`config.mk`:
```
export PLATFORM = sky130hd
export DESIGN_NAME = ad5328_spi_responder_flat
export DESIGN_NICKNAME = d
export VERILOG_FILES = /design/src/rtl/ad5328_spi_responder_pkg.sv /design/src/rtl/ad5328_spi_responder_if.sv /design/src/rtl/ad5328_spi_responder_sync_edge.sv /design/src/rtl/ad5328_spi_responder.sv /design/src/flat_wrapper.sv
export SDC_FILE = /design/constraint.sdc
export NUM_CORES = 1
export LEC_CHECK = 0
export CELL_PAD_IN_SITES_DETAIL_PLACEMENT = 0
export CELL_PAD_IN_SITES_GLOBAL_PLACEMENT = 1
export CORE_MARGIN = 8
export CORE_UTILIZATION = 29
export DETAILED_ROUTE_END_ITERATION = 10
export PLACE_DENSITY = 0.66
export SKIP_CTS_REPAIR_TIMING = 1
export SYNTH_ARGS = -nofsm -noshare
export SYNTH_HDL_FRONTEND = slang
export SYNTH_SLANG_ARGS = --single-unit
```
`constraint.sdc`:
```
create_clock -name aclk -period 3 [get_ports aclk]
set_clock_uncertainty 0.2 [all_clocks]
set_input_delay 0.3 -clock aclk [delete_from_list [all_inputs] [get_ports aclk]]
set_output_delay 0.3 -clock aclk [all_outputs]
set_load 0.03 [all_outputs]
```
`src/rtl/ad5328_spi_responder_pkg.sv`:
```
// Shared constants, FSM encoding and edge-detector record for the AD5328 SPI responder.
package ad5328_pkg;

    localparam logic [1:0] CMD_GAIN  = 2'b00;
    localparam logic [1:0] CMD_LDAC  = 2'b01;
    localparam logic [1:0] CMD_PWRDN = 2'b10;
    localparam logic [1:0] CMD_RESET = 2'b11;

    localparam logic [1:0] LDAC_CONT   = 2'b00;
    localparam logic [1:0] LDAC_PIN    = 2'b01;
    localparam logic [1:0] LDAC_SINGLE = 2'b10;

    localparam int FRAME_BITS = 16;
    localparam int DATA_BITS  = 12;
    localparam int NUM_CH     = 8;
    localparam int CNT_W      = 5;

    typedef enum logic [1:0] {
        ST_IDLE  = 2'd0,
        ST_SHIFT = 2'd1,
        ST_DONE  = 2'd2
    } state_t;

    typedef struct packed {
        logic level;
        logic rise;
        logic fall;
    } edge_t;

endpackage

```
`src/rtl/ad5328_spi_responder_if.sv`:
```
// AD5328 serial pins; the DAC driver is the master, the responder the slave.
interface ad5328_spi_if;
    logic dac_sclk;
    logic dac_sync;
    logic dac_din;
    logic dac_ldac;

    modport master (output dac_sclk, output dac_sync, output dac_din, output dac_ldac);
    modport slave  (input  dac_sclk, input  dac_sync, input  dac_din, input  dac_ldac);
endinterface

```
`src/rtl/ad5328_spi_responder_sync_edge.sv`:
```
// Multi-stage synchronizer for one asynchronous pin, plus rise/fall detection on the result.
module spi_sync_edge
    import ad5328_pkg::*;
#(
    parameter int   STAGES    = 2,
    parameter logic RESET_VAL = 1'b0
) (
    input  logic  aclk,
    input  logic  resetn,
    input  logic  async_in,
    output edge_t edge_o
);
    logic [STAGES-1:0] sync_q, sync_d;
    logic              prev_q, prev_d;

    always_comb begin
        sync_d = {sync_q[STAGES-2:0], async_in};
        prev_d = sync_q[STAGES-1];
    end

    always_ff @(posedge aclk) begin
        if (!resetn) begin
            sync_q <= {STAGES{RESET_VAL}};
            prev_q <= RESET_VAL;
        end else begin
            sync_q <= sync_d;
            prev_q <= prev_d;
        end
    end

    always_comb begin
        edge_o.level = sync_q[STAGES-1];
        edge_o.rise  = sync_q[STAGES-1] & ~prev_q;
        edge_o.fall  = ~sync_q[STAGES-1] & prev_q;
    end
endmodule

```
`src/rtl/ad5328_spi_responder.sv`:
```
// AD5328 digital-interface model: SYNC-framed 16-bit words, input/output registers, LDAC buffering.
module ad5328_spi_responder
    import ad5328_pkg::*;
#(
    parameter int         SYNC_STAGES     = 2,
    parameter logic [1:0] RESET_LDAC_MODE = 2'b01
) (
    input  logic                          aclk,
    input  logic                          resetn,
    ad5328_spi_if.slave                   spi,
    output logic [NUM_CH*DATA_BITS-1:0]   ch_data,
    output logic [NUM_CH-1:0]             ch_update,
    output logic                          frame_valid,
    output logic [FRAME_BITS-1:0]         frame_word,
    output logic                          frame_error,
    output logic [1:0]                    ldac_mode,
    output state_t                        dbg_state
);
    edge_t sclk_e, sync_e, din_e, ldac_e;

    // Idle-high pins reset high so release from reset never looks like an edge.
    spi_sync_edge #(.STAGES(SYNC_STAGES), .RESET_VAL(1'b1)) u_sclk (.aclk, .resetn, .async_in(spi.dac_sclk), .edge_o(sclk_e));
    spi_sync_edge #(.STAGES(SYNC_STAGES), .RESET_VAL(1'b1)) u_sync (.aclk, .resetn, .async_in(spi.dac_sync), .edge_o(sync_e));
    spi_sync_edge #(.STAGES(SYNC_STAGES), .RESET_VAL(1'b0)) u_din  (.aclk, .resetn, .async_in(spi.dac_din),  .edge_o(din_e));
    spi_sync_edge #(.STAGES(SYNC_STAGES), .RESET_VAL(1'b1)) u_ldac (.aclk, .resetn, .async_in(spi.dac_ldac), .edge_o(ldac_e));

    state_t                              state_q, state_d;
    logic [CNT_W-1:0]                    cnt_q, cnt_d;
    logic [FRAME_BITS-1:0]               shift_q, shift_d, word_next;
    logic [NUM_CH-1:0][DATA_BITS-1:0]    in_q, in_d, out_q, out_d;
    logic [1:0]                          mode_q, mode_d;
    logic [NUM_CH-1:0]                   upd_q, upd_d;
    logic                                fv_q, fv_d, fe_q, fe_d;
    logic [FRAME_BITS-1:0]               fw_q, fw_d;
    logic                                last_bit, transfer, sw_reset;

    always_ff @(posedge aclk) begin
        if (!resetn) state_q <= ST_IDLE;
        else         state_q <= state_d;
    end

    assign last_bit = (cnt_q == CNT_W'(FRAME_BITS - 1));

    always_comb begin
        state_d = state_q;
        case (state_q)
            ST_IDLE:  if (!sync_e.level) state_d = ST_SHIFT;
            ST_SHIFT: begin
                if (sync_e.level)                  state_d = ST_IDLE;
                else if (sclk_e.fall && last_bit)  state_d = ST_DONE;
            end
            ST_DONE:  if (sync_e.level) state_d = ST_IDLE;
            default:  state_d = ST_IDLE;
        endcase
    end

    always_comb begin
        shift_d   = shift_q;
        cnt_d     = cnt_q;
        fv_d      = 1'b0;
        fe_d      = 1'b0;
        word_next = {shift_q[FRAME_BITS-2:0], din_e.level};
        case (state_q)
            ST_IDLE: if (!sync_e.level) begin
                shift_d = '0;
                cnt_d   = '0;
            end
            ST_SHIFT: begin
                if (sync_e.level) begin
                    fe_d = (cnt_q != '0);
                end else if (sclk_e.fall) begin
                    shift_d = word_next;
                    cnt_d   = cnt_q + CNT_W'(1);
                    fv_d    = last_bit;
                end
            end
            default: ;
        endcase
    end

    // Register side effects of a committed word, then the LDAC transfer with write-through.
    always_comb begin
        in_d     = in_q;
        mode_d   = mode_q;
        sw_reset = 1'b0;
        fw_d     = fv_d ? word_next : fw_q;
        transfer = (mode_q == LDAC_CONT) || (mode_q == LDAC_SINGLE) || !ldac_e.level;
        if (mode_q == LDAC_SINGLE) mode_d = LDAC_PIN;
        if (fv_d) begin
            if (!word_next[15]) begin
                in_d[word_next[14:12]] = word_next[DATA_BITS-1:0];
            end else begin
                case (word_next[14:13])
                    CMD_LDAC:  mode_d   = word_next[1:0];
                    CMD_RESET: sw_reset = 1'b1;
                    CMD_GAIN, CMD_PWRDN: ;
                    default: ;
                endcase
            end
        end
        out_d = transfer ? in_d : out_q;
        upd_d = '0;
        if (sw_reset) begin
            in_d   = '0;
            out_d  = '0;
            mode_d = RESET_LDAC_MODE;
            upd_d  = '1;
        end else begin
            for (int n = 0; n < NUM_CH; n++) upd_d[n] = (out_d[n] != out_q[n]);
        end
    end

    always_ff @(posedge aclk) begin
        if (!resetn) begin
            cnt_q   <= '0;
            shift_q <= '0;
            in_q    <= '0;
            out_q   <= '0;
            mode_q  <= RESET_LDAC_MODE;
            upd_q   <= '0;
            fv_q    <= 1'b0;
            fe_q    <= 1'b0;
            fw_q    <= '0;
        end else begin
            cnt_q   <= cnt_d;
            shift_q <= shift_d;
            in_q    <= in_d;
            out_q   <= out_d;
            mode_q  <= mode_d;
            upd_q   <= upd_d;
            fv_q    <= fv_d;
            fe_q    <= fe_d;
            fw_q    <= fw_d;
        end
    end

    assign ch_data     = out_q;
    assign ch_update   = upd_q;
    assign frame_valid = fv_q;
    assign frame_word  = fw_q;
    assign frame_error = fe_q;
    assign ldac_mode   = mode_q;
    assign dbg_state   = state_q;
endmodule

```
`src/flat_wrapper.sv`:
```
// flat-port wrapper written by rule: the top's interface ports become plain ports
module ad5328_spi_responder_flat import ad5328_pkg::*;
#(
    parameter int         SYNC_STAGES     = 2,
    parameter logic [1:0] RESET_LDAC_MODE = 2'b01
)
  (aclk, resetn, ch_data, ch_update, frame_valid, frame_word, frame_error, ldac_mode, dbg_state, spi_dac_sclk, spi_dac_sync, spi_dac_din, spi_dac_ldac);
  ad5328_spi_if spi_i ();
  input  logic aclk;
  input  logic resetn;
  output logic [NUM_CH*DATA_BITS-1:0] ch_data;
  output logic [NUM_CH-1:0] ch_update;
  output logic frame_valid;
  output logic [FRAME_BITS-1:0] frame_word;
  output logic frame_error;
  output logic [1:0] ldac_mode;
  output state_t dbg_state;
  input wire logic [$bits(spi_i.dac_sclk)-1:0] spi_dac_sclk;
  input wire logic [$bits(spi_i.dac_sync)-1:0] spi_dac_sync;
  input wire logic [$bits(spi_i.dac_din)-1:0] spi_dac_din;
  input wire logic [$bits(spi_i.dac_ldac)-1:0] spi_dac_ldac;
  assign spi_i.dac_sclk = spi_dac_sclk;
  assign spi_i.dac_sync = spi_dac_sync;
  assign spi_i.dac_din = spi_dac_din;
  assign spi_i.dac_ldac = spi_dac_ldac;
  ad5328_spi_responder #(.SYNC_STAGES(SYNC_STAGES), .RESET_LDAC_MODE(RESET_LDAC_MODE)) u_core (.aclk(aclk), .resetn(resetn), .spi(spi_i), .ch_data(ch_data), .ch_update(ch_update), .frame_valid(frame_valid), .frame_word(frame_word), .frame_error(frame_error), .ldac_mode(ldac_mode), .dbg_state(dbg_state));
endmodule
```
# Word level (Yosys, flattened, before mapping)
# Index checks and enable logic that the tools add are counted.
classes:
  n_addsub: 1
  n_lt_le_gt_ge: 2
  n_eq_ne: 19
  muxes: 30
  bitwise: 3
  reduce_logical: 13
ops:
  columns: ["operator", "n"]
  rows:
  - ["96-bit 2-to-1 mux", 3]
  - ["96-bit bitwise mux", 1]
  - ["12-bit != test", 8]
  - ["15-bit 2-to-1 mux", 3]
  - ["12-bit demux with 3-bit select", 1]
  - ["15-bit one-hot mux with 2 select lines", 1]
  - ["2-bit 2-to-1 mux", 8]
  - ["5-bit 2-to-1 mux", 3]
  - ["12-bit 2-to-1 mux", 1]
  - ["5-bit one-hot mux with 2 select lines", 1]
  - ["8-bit 2-to-1 mux", 1]
  - ["2-bit equality test, second input constant", 3]
  - ["1-bit 2-to-1 mux", 6]
  - ["2-bit != test, second input constant", 3]
  - ["2-bit one-hot mux with 3 select lines", 1]
  - ["3-bit AND reduction", 2]
  - ["5-bit by 1-bit adder with 5-bit output, second input constant", 1]
  - ["5-bit by 4-bit equality test with 1-bit output, second input constant", 1]
  - ["5-bit nonzero test", 1]
  - ["2-bit by 1-bit equality test with 1-bit output, second input constant", 2]
  - ["2-bit zero test", 2]
  - ["3-bit by 4-bit less-than comparator with 1-bit output, second input constant", 1]
  - ["4-bit AND reduction", 1]
  - ["3-bit by 1-bit greater-or-equal comparator with 1-bit output, second input constant", 1]
  - ["other kinds (9)", 12]
word_totals:
  regBits: 251
  in_bits: 6
  out_inout_bits: 126
  elab_cells: 97

# Depth between registers and ports, before layout
logic_depth:
  ltp_word: 10
  depth_mapped: 12
  ltp_nobuf: 9

# Modules after synthesis
# A second synthesis with hierarchy kept.
hier_totals:
  hier_cells: 1269
  area_unflattened_um2: 11063.1
by_module_without_submodules:
  columns: ["mod", "instances", "cells_per_inst", "area_per_inst_um2"]
  rows:
  - ["ad5328_spi_responder", 1, 1233, 10667.7]
  - ["spi_sync_edge", 4, 9, 98.8]

# Worst setup path after synthesis
# Ideal clock, no wire load.
synth_path:
  kind: "register -> register"
  startpoint: "register u_core.cnt_q[0]"
  endpoint: "register u_core.upd_q[6], in the netlist u_core.ch_update[6]"
  setup_ns: 0.138
  t_arrival_ns: 2.479
  setup_slack_ns: 0.183
  stages_incl_launch_ff: 12
  path_buffers: 2
  cell_sequence: "dfxtp_1 -> ha_1 -> and3_1 -> ha_1 -> and4b_1 -> buf_2 -> nand3_1 -> clkbuf_1 -> mux2i_1 -> xnor2_1 -> nor4_1 -> a21oi_1"
synth_via:
  elab_chain_len: 8
synth_rtl:
  columns: ["element", "line_no", "source"]
  rows:
  - ["start, declared", "ad5328_spi_responder.sv:28", "logic [CNT_W-1:0] cnt_q, cnt_d;"]
  - ["start signal, assigned", "ad5328_spi_responder.sv:125", "cnt_q <= cnt_d;"]
  - ["5-bit by 4-bit equality test with 1-bit output *", "ad5328_spi_responder.sv:42", "assign last_bit = (cnt_q == CNT_W'(FRAME_BITS - 1));"]
  - ["1-bit 2-to-1 mux *", "ad5328_spi_responder.sv:71", "end else if (sclk_e.fall) begin"]
  - ["1-bit 2-to-1 mux *", "ad5328_spi_responder.sv:69", "if (sync_e.level) begin"]
  - ["1-bit 2-to-1 mux *", "ad5328_spi_responder.sv:63", "case (state_q)"]
  - ["96-bit 2-to-1 mux", "ad5328_spi_responder.sv:89", "if (fv_d) begin"]
  - ["96-bit 2-to-1 mux", "ad5328_spi_responder.sv:101", "out_d = transfer ? in_d : out_q;"]
  - ["12-bit != test", "ad5328_spi_responder.sv:109", "for (int n = 0; n < NUM_CH; n++) upd_d[n] = (out_d[n] != out_q[n]);"]
  - ["8-bit 2-to-1 mux *", "ad5328_spi_responder.sv:103", "if (sw_reset) begin"]
  - ["end signal, assigned", "ad5328_spi_responder.sv:130", "upd_q <= upd_d;"]
  - ["end, declared", "ad5328_spi_responder.sv:32", "logic [NUM_CH-1:0] upd_q, upd_d;"]
# Every way passes the cells marked *; elsewhere a longest branch is shown, timed or not.
# A chain may end at the register's enable or synchronous reset.

# Worst setup path after layout
layout_path:
  startpoint: "register u_core.cnt_q[0]"
  endpoint: "register u_core.upd_q[5], in the netlist u_core.ch_update[5]"
# The elaborated chain is that of the path after synthesis.

==> impl.org <==
** Logic synthesis
- Count of distinct cell types in the synthesized netlist :: 68
- Post-synth EDFFs :: 0
- Among all flip-flop cells after synthesis, the most frequent one is sky130_fd_sc_hd__dfxtp_1.
- Cell type contributing the most total cell area after synthesis :: sky130_fd_sc_hd__dfxtp_1
- For this run, the number of Yosys warnings is 0.
- In the synthesized netlist the async set-or-reset flop fraction comes to 0%.
- In this run, synthesis produced a sequential element count of 251.
- After synthesis the cells add up to roughly 11000 um2.
- Counting every instance in the synthesized netlist gives approximately 1.2k.
- For this run, the register share of the synthesized area comes to between 40% and 50%.
- Synthesized area per cell :: 8.850 um2
- Proportion of netlist area held by the largest area contributor :: between 40% and 50%
- Count leader, synth :: sky130_fd_sc_hd__dfxtp_1
- Total nets after synthesis :: 1230
- Top cells by area, synth :: sky130_fd_sc_hd__dfxtp_1 47%, sky130_fd_sc_hd__nor2_1 8.3%, sky130_fd_sc_hd__a211oi_1 6.9%
- Top cells by count, synth :: 251 x sky130_fd_sc_hd__dfxtp_1, 240 x sky130_fd_sc_hd__nor2_1, 100 x sky130_fd_sc_hd__a211oi_1

** Power and ir drop
- Largest vdd supply drop :: approximately 0.37 mV
- The analysis attributes to net switching a power of roughly 1800 uW.
- Switching Share :: between 20% and 30%
- Combinational fraction of design power :: around 8.4%
- Sequential share of power :: 47.0%
- P_int :: 5595 uW
- Power per cell area :: approximately 540 nW/um2
- In this run the static leakage power is around 0.0052 uW.
- Clk pwr share :: around 45%

** Timing
- Final setup fails :: 0
- Min Clock Period, post-route :: 2902 ps
- The worst pin sits at a relative slew slack of between 50% and 60%.
- The final number of max-transition violations was 0.
- The worst path meets setup with about 98 ps of slack.
- Worst-margin pin slew :: ~710 ps
- Based on the critical path, the design can be clocked at up to between 300 and 400 MHz.
- Setup repair after global routing missed its margin :: true
- Period Utilization, post-route :: roughly 97%
- Final Hold Fails :: 0
- Hold WS :: 126.9 ps

** Finish
- Final #Nets :: 1361
- For this run, the share of the core covered by cells in the final layout is 37.62%.
- ANT cells :: 0
- From synthesis to final layout, the design area changed by 27.76%.
- Fraction of final layout cells with drive strength greater than 1 :: 9.562%

** Placement
- During placement, the flow inserted port buffers numbering approximately 130.
- Post-DP HPWL :: 24.16 mm
- GPL Wtd Cong :: around 0.83
- Minimum setup slack after placement :: around 16 ps

** GRT
- Total routing resource utilization after global routing :: between 15 and 20%
- Global routing finished with a remaining overflow of 0.
- Entering global routing, the biggest net connects 85 pins.
- The via count of the first global-routing pass was a little under 9k.
- The number of antenna violations at the first check in global routing was 0.
- Wire length of the first global-routing pass :: 53.60 mm

** CTS
- CTS built an H-tree with a depth of 1.
- Max clock buf depth :: 3
- Inserted Clock Buffers :: 29
- At the later pin of the worst-skew pair, clock insertion delay measures ~540 ps.
- TritonCTS clock tree :: done
- The clock net in this run drives a total of approximately 250 sinks.
- The root buffer cell chosen for the clock tree is sky130_fd_sc_hd__clkbuf_16.
- Clock Pin Slew Worst Setup and Hold Paths :: about 60 ps

** Setup path
- Across all register-to-register paths, the minimum setup slack is ~98 ps.
- The setup path with the least slack is of type reg2reg.
- STA classifies the critical path startpoint as a flop.
- STA classifies the critical path endpoint as a flop.
- Arrival time worst endpoint :: between 3000 and 4000 ps
- At the worst endpoint, the required time is about 3200 ps.
- Crit-path max FO :: 22

** Detailed routing
- Violation count after the first detailed-routing iteration :: 600
- Across all layers, the routed design uses between 9k and 10k vias.
- Via/cell ratio :: roughly 5.0
- In the final routed layout, each cell accounts on average for between 15 and 20 um.
- Antenna violation net count after detailed routing :: 0
- For this run, the detailed router's first-pass iteration total came to 7.
- DRC :: 0
- Wirelength, routed :: 34.97 mm

** Floorplanning
- The core region is 36700 um2.
- The initialized floorplan defines 70 standard-cell rows.
- Die outline height :: between 200 and 250 um
- The initial utilization of the core area, before any placement, comes to 29.44%.
- The floorplan step defined a die boundary enclosing 43690 um2.
- Top-level port count :: around 130
- The die is 209.0 um wide.

** Worst hold path
- Worst min-delay path class :: in2reg

** Job
- The tool flagged a number of max-cap violations equal to 0.

** Run status
- Result of the run :: finished clean
metrics by stage:
| step | power [uW] | std cells | setup TNS (ps) | area (um2) |
|---|---|---|---|---|
| CTS | 7549 | 1838 | -0.3608 | 13760 |
| floorplan | 3946 | 1221 | 0 | 10810 |
| global placement | 4203 | 1789 | -40.72 | 12890 |
| finish | 7444 | 1838 | 0 | 13800 |
| global route | 7749 | 1838 | -13.98 | 13800 |
| detailed placement | 4206 | 1789 | 0 | 12890 |
worst max-delay path: stages, from the launching register on:
cell and delay (ps):
sky130_fd_sc_hd__dfxtp_1 380, sky130_fd_sc_hd__ha_1 180, sky130_fd_sc_hd__and3_1 160, sky130_fd_sc_hd__ha_2 220, sky130_fd_sc_hd__nand4b_1 140, sky130_fd_sc_hd__or4_1 550, sky130_fd_sc_hd__buf_6 200, sky130_fd_sc_hd__mux2i_1 150
sky130_fd_sc_hd__a22o_1 260, sky130_fd_sc_hd__nor4_2 240, sky130_fd_sc_hd__a31oi_1 100
state kept, by name, indices dropped and copies added, names as in the netlist:
name / flops
u_core.frame_error: 1
u_core.shift_q: 15
u_core.u_sync.sync_q: 2
u_core.u_din.sync_q: 2
u_core.u_sclk.prev_q: 1
u_core.in_q: 96
u_core.u_sclk.sync_q: 2
u_core.ldac_mode: 2
u_core.frame_word: 16
u_core.cnt_q: 5
u_core.ch_update: 8
u_core.ch_data: 96
u_core.u_ldac.sync_q: 2
u_core.dbg_state: 2
u_core.frame_valid: 1
final timing paths:
check                                              from                      end  cells after the start
worst max-delay path                    u_core.cnt_q[0]      u_core.ch_update[5]                     10
worst min-delay path                       spi_dac_sclk  u_core.u_sclk.sync_q[0]                      2
worst max register to register          u_core.cnt_q[0]      u_core.ch_update[5]                     10
worst min register to register  u_core.u_sync.sync_q[0]  u_core.u_sync.sync_q[1]                      1
power groups by stage:
stage | Clock (uW) | Combinational (uW) | Sequential [uW]
after global placement | 0 | 628 | 3570
after global routing | 3560 | 677 | 3510
after CTS | 3410 | 635 | 3500
after detailed placement | 0 | 633 | 3570
after floorplan | 0 | 276 | 3670
final | 3320 | 626 | 3500
layout by cell type (no fill, tap or decap), types with 11 or more instances in the layout:
cell type	instances
sky130_fd_sc_hd__nand3_1	29
sky130_fd_sc_hd__nand2b_1	14
sky130_fd_sc_hd__mux2i_1	56
sky130_fd_sc_hd__xnor2_1	46
sky130_fd_sc_hd__clkbuf_16	29
sky130_fd_sc_hd__nor2_1	240
sky130_fd_sc_hd__inv_1	40
sky130_fd_sc_hd__a21boi_0	31
sky130_fd_sc_hd__dfxtp_1	251
sky130_fd_sc_hd__nor3_1	11
sky130_fd_sc_hd__nand2_1	60
sky130_fd_sc_hd__buf_4	54
sky130_fd_sc_hd__clkdlybuf4s50_1	131
sky130_fd_sc_hd__a211oi_1	100
sky130_fd_sc_hd__xor2_1	25
sky130_fd_sc_hd__a21oi_1	43
metal layers:
layer	up-vias	wire length [um]	track usage [%]
met5	-	0	0
met4	0	728	3.645
met3	46	1907	3.053
met2	241	15710	24.39
met1	4345	16620	21.25
li1	4544	-	-
layout make-up:
class                      instances  area (um2)
fill                            3681       22890
multi-input combinational        833        5271
sequential                       251        5025
timing repair buffer             194        1888
clock buffer                      40       797.0
tap                              468       585.6
inverter                          43       161.4
clock inverter                     9       76.32
cells by family after synthesis:
| group | share of synthesized area, % |
|---|---|
| buffers and inverters | 5.188 |
| adders and majority gates | 0.3474 |
| and+or+nand+nor | 17.99 |
| xor gates and xnor gates | 5.755 |
| muxes | 6.438 |
| AOI/OAI and AO/OA | 17.77 |
| DFF | 46.50 |
Power figures use the tool's default switching activity.
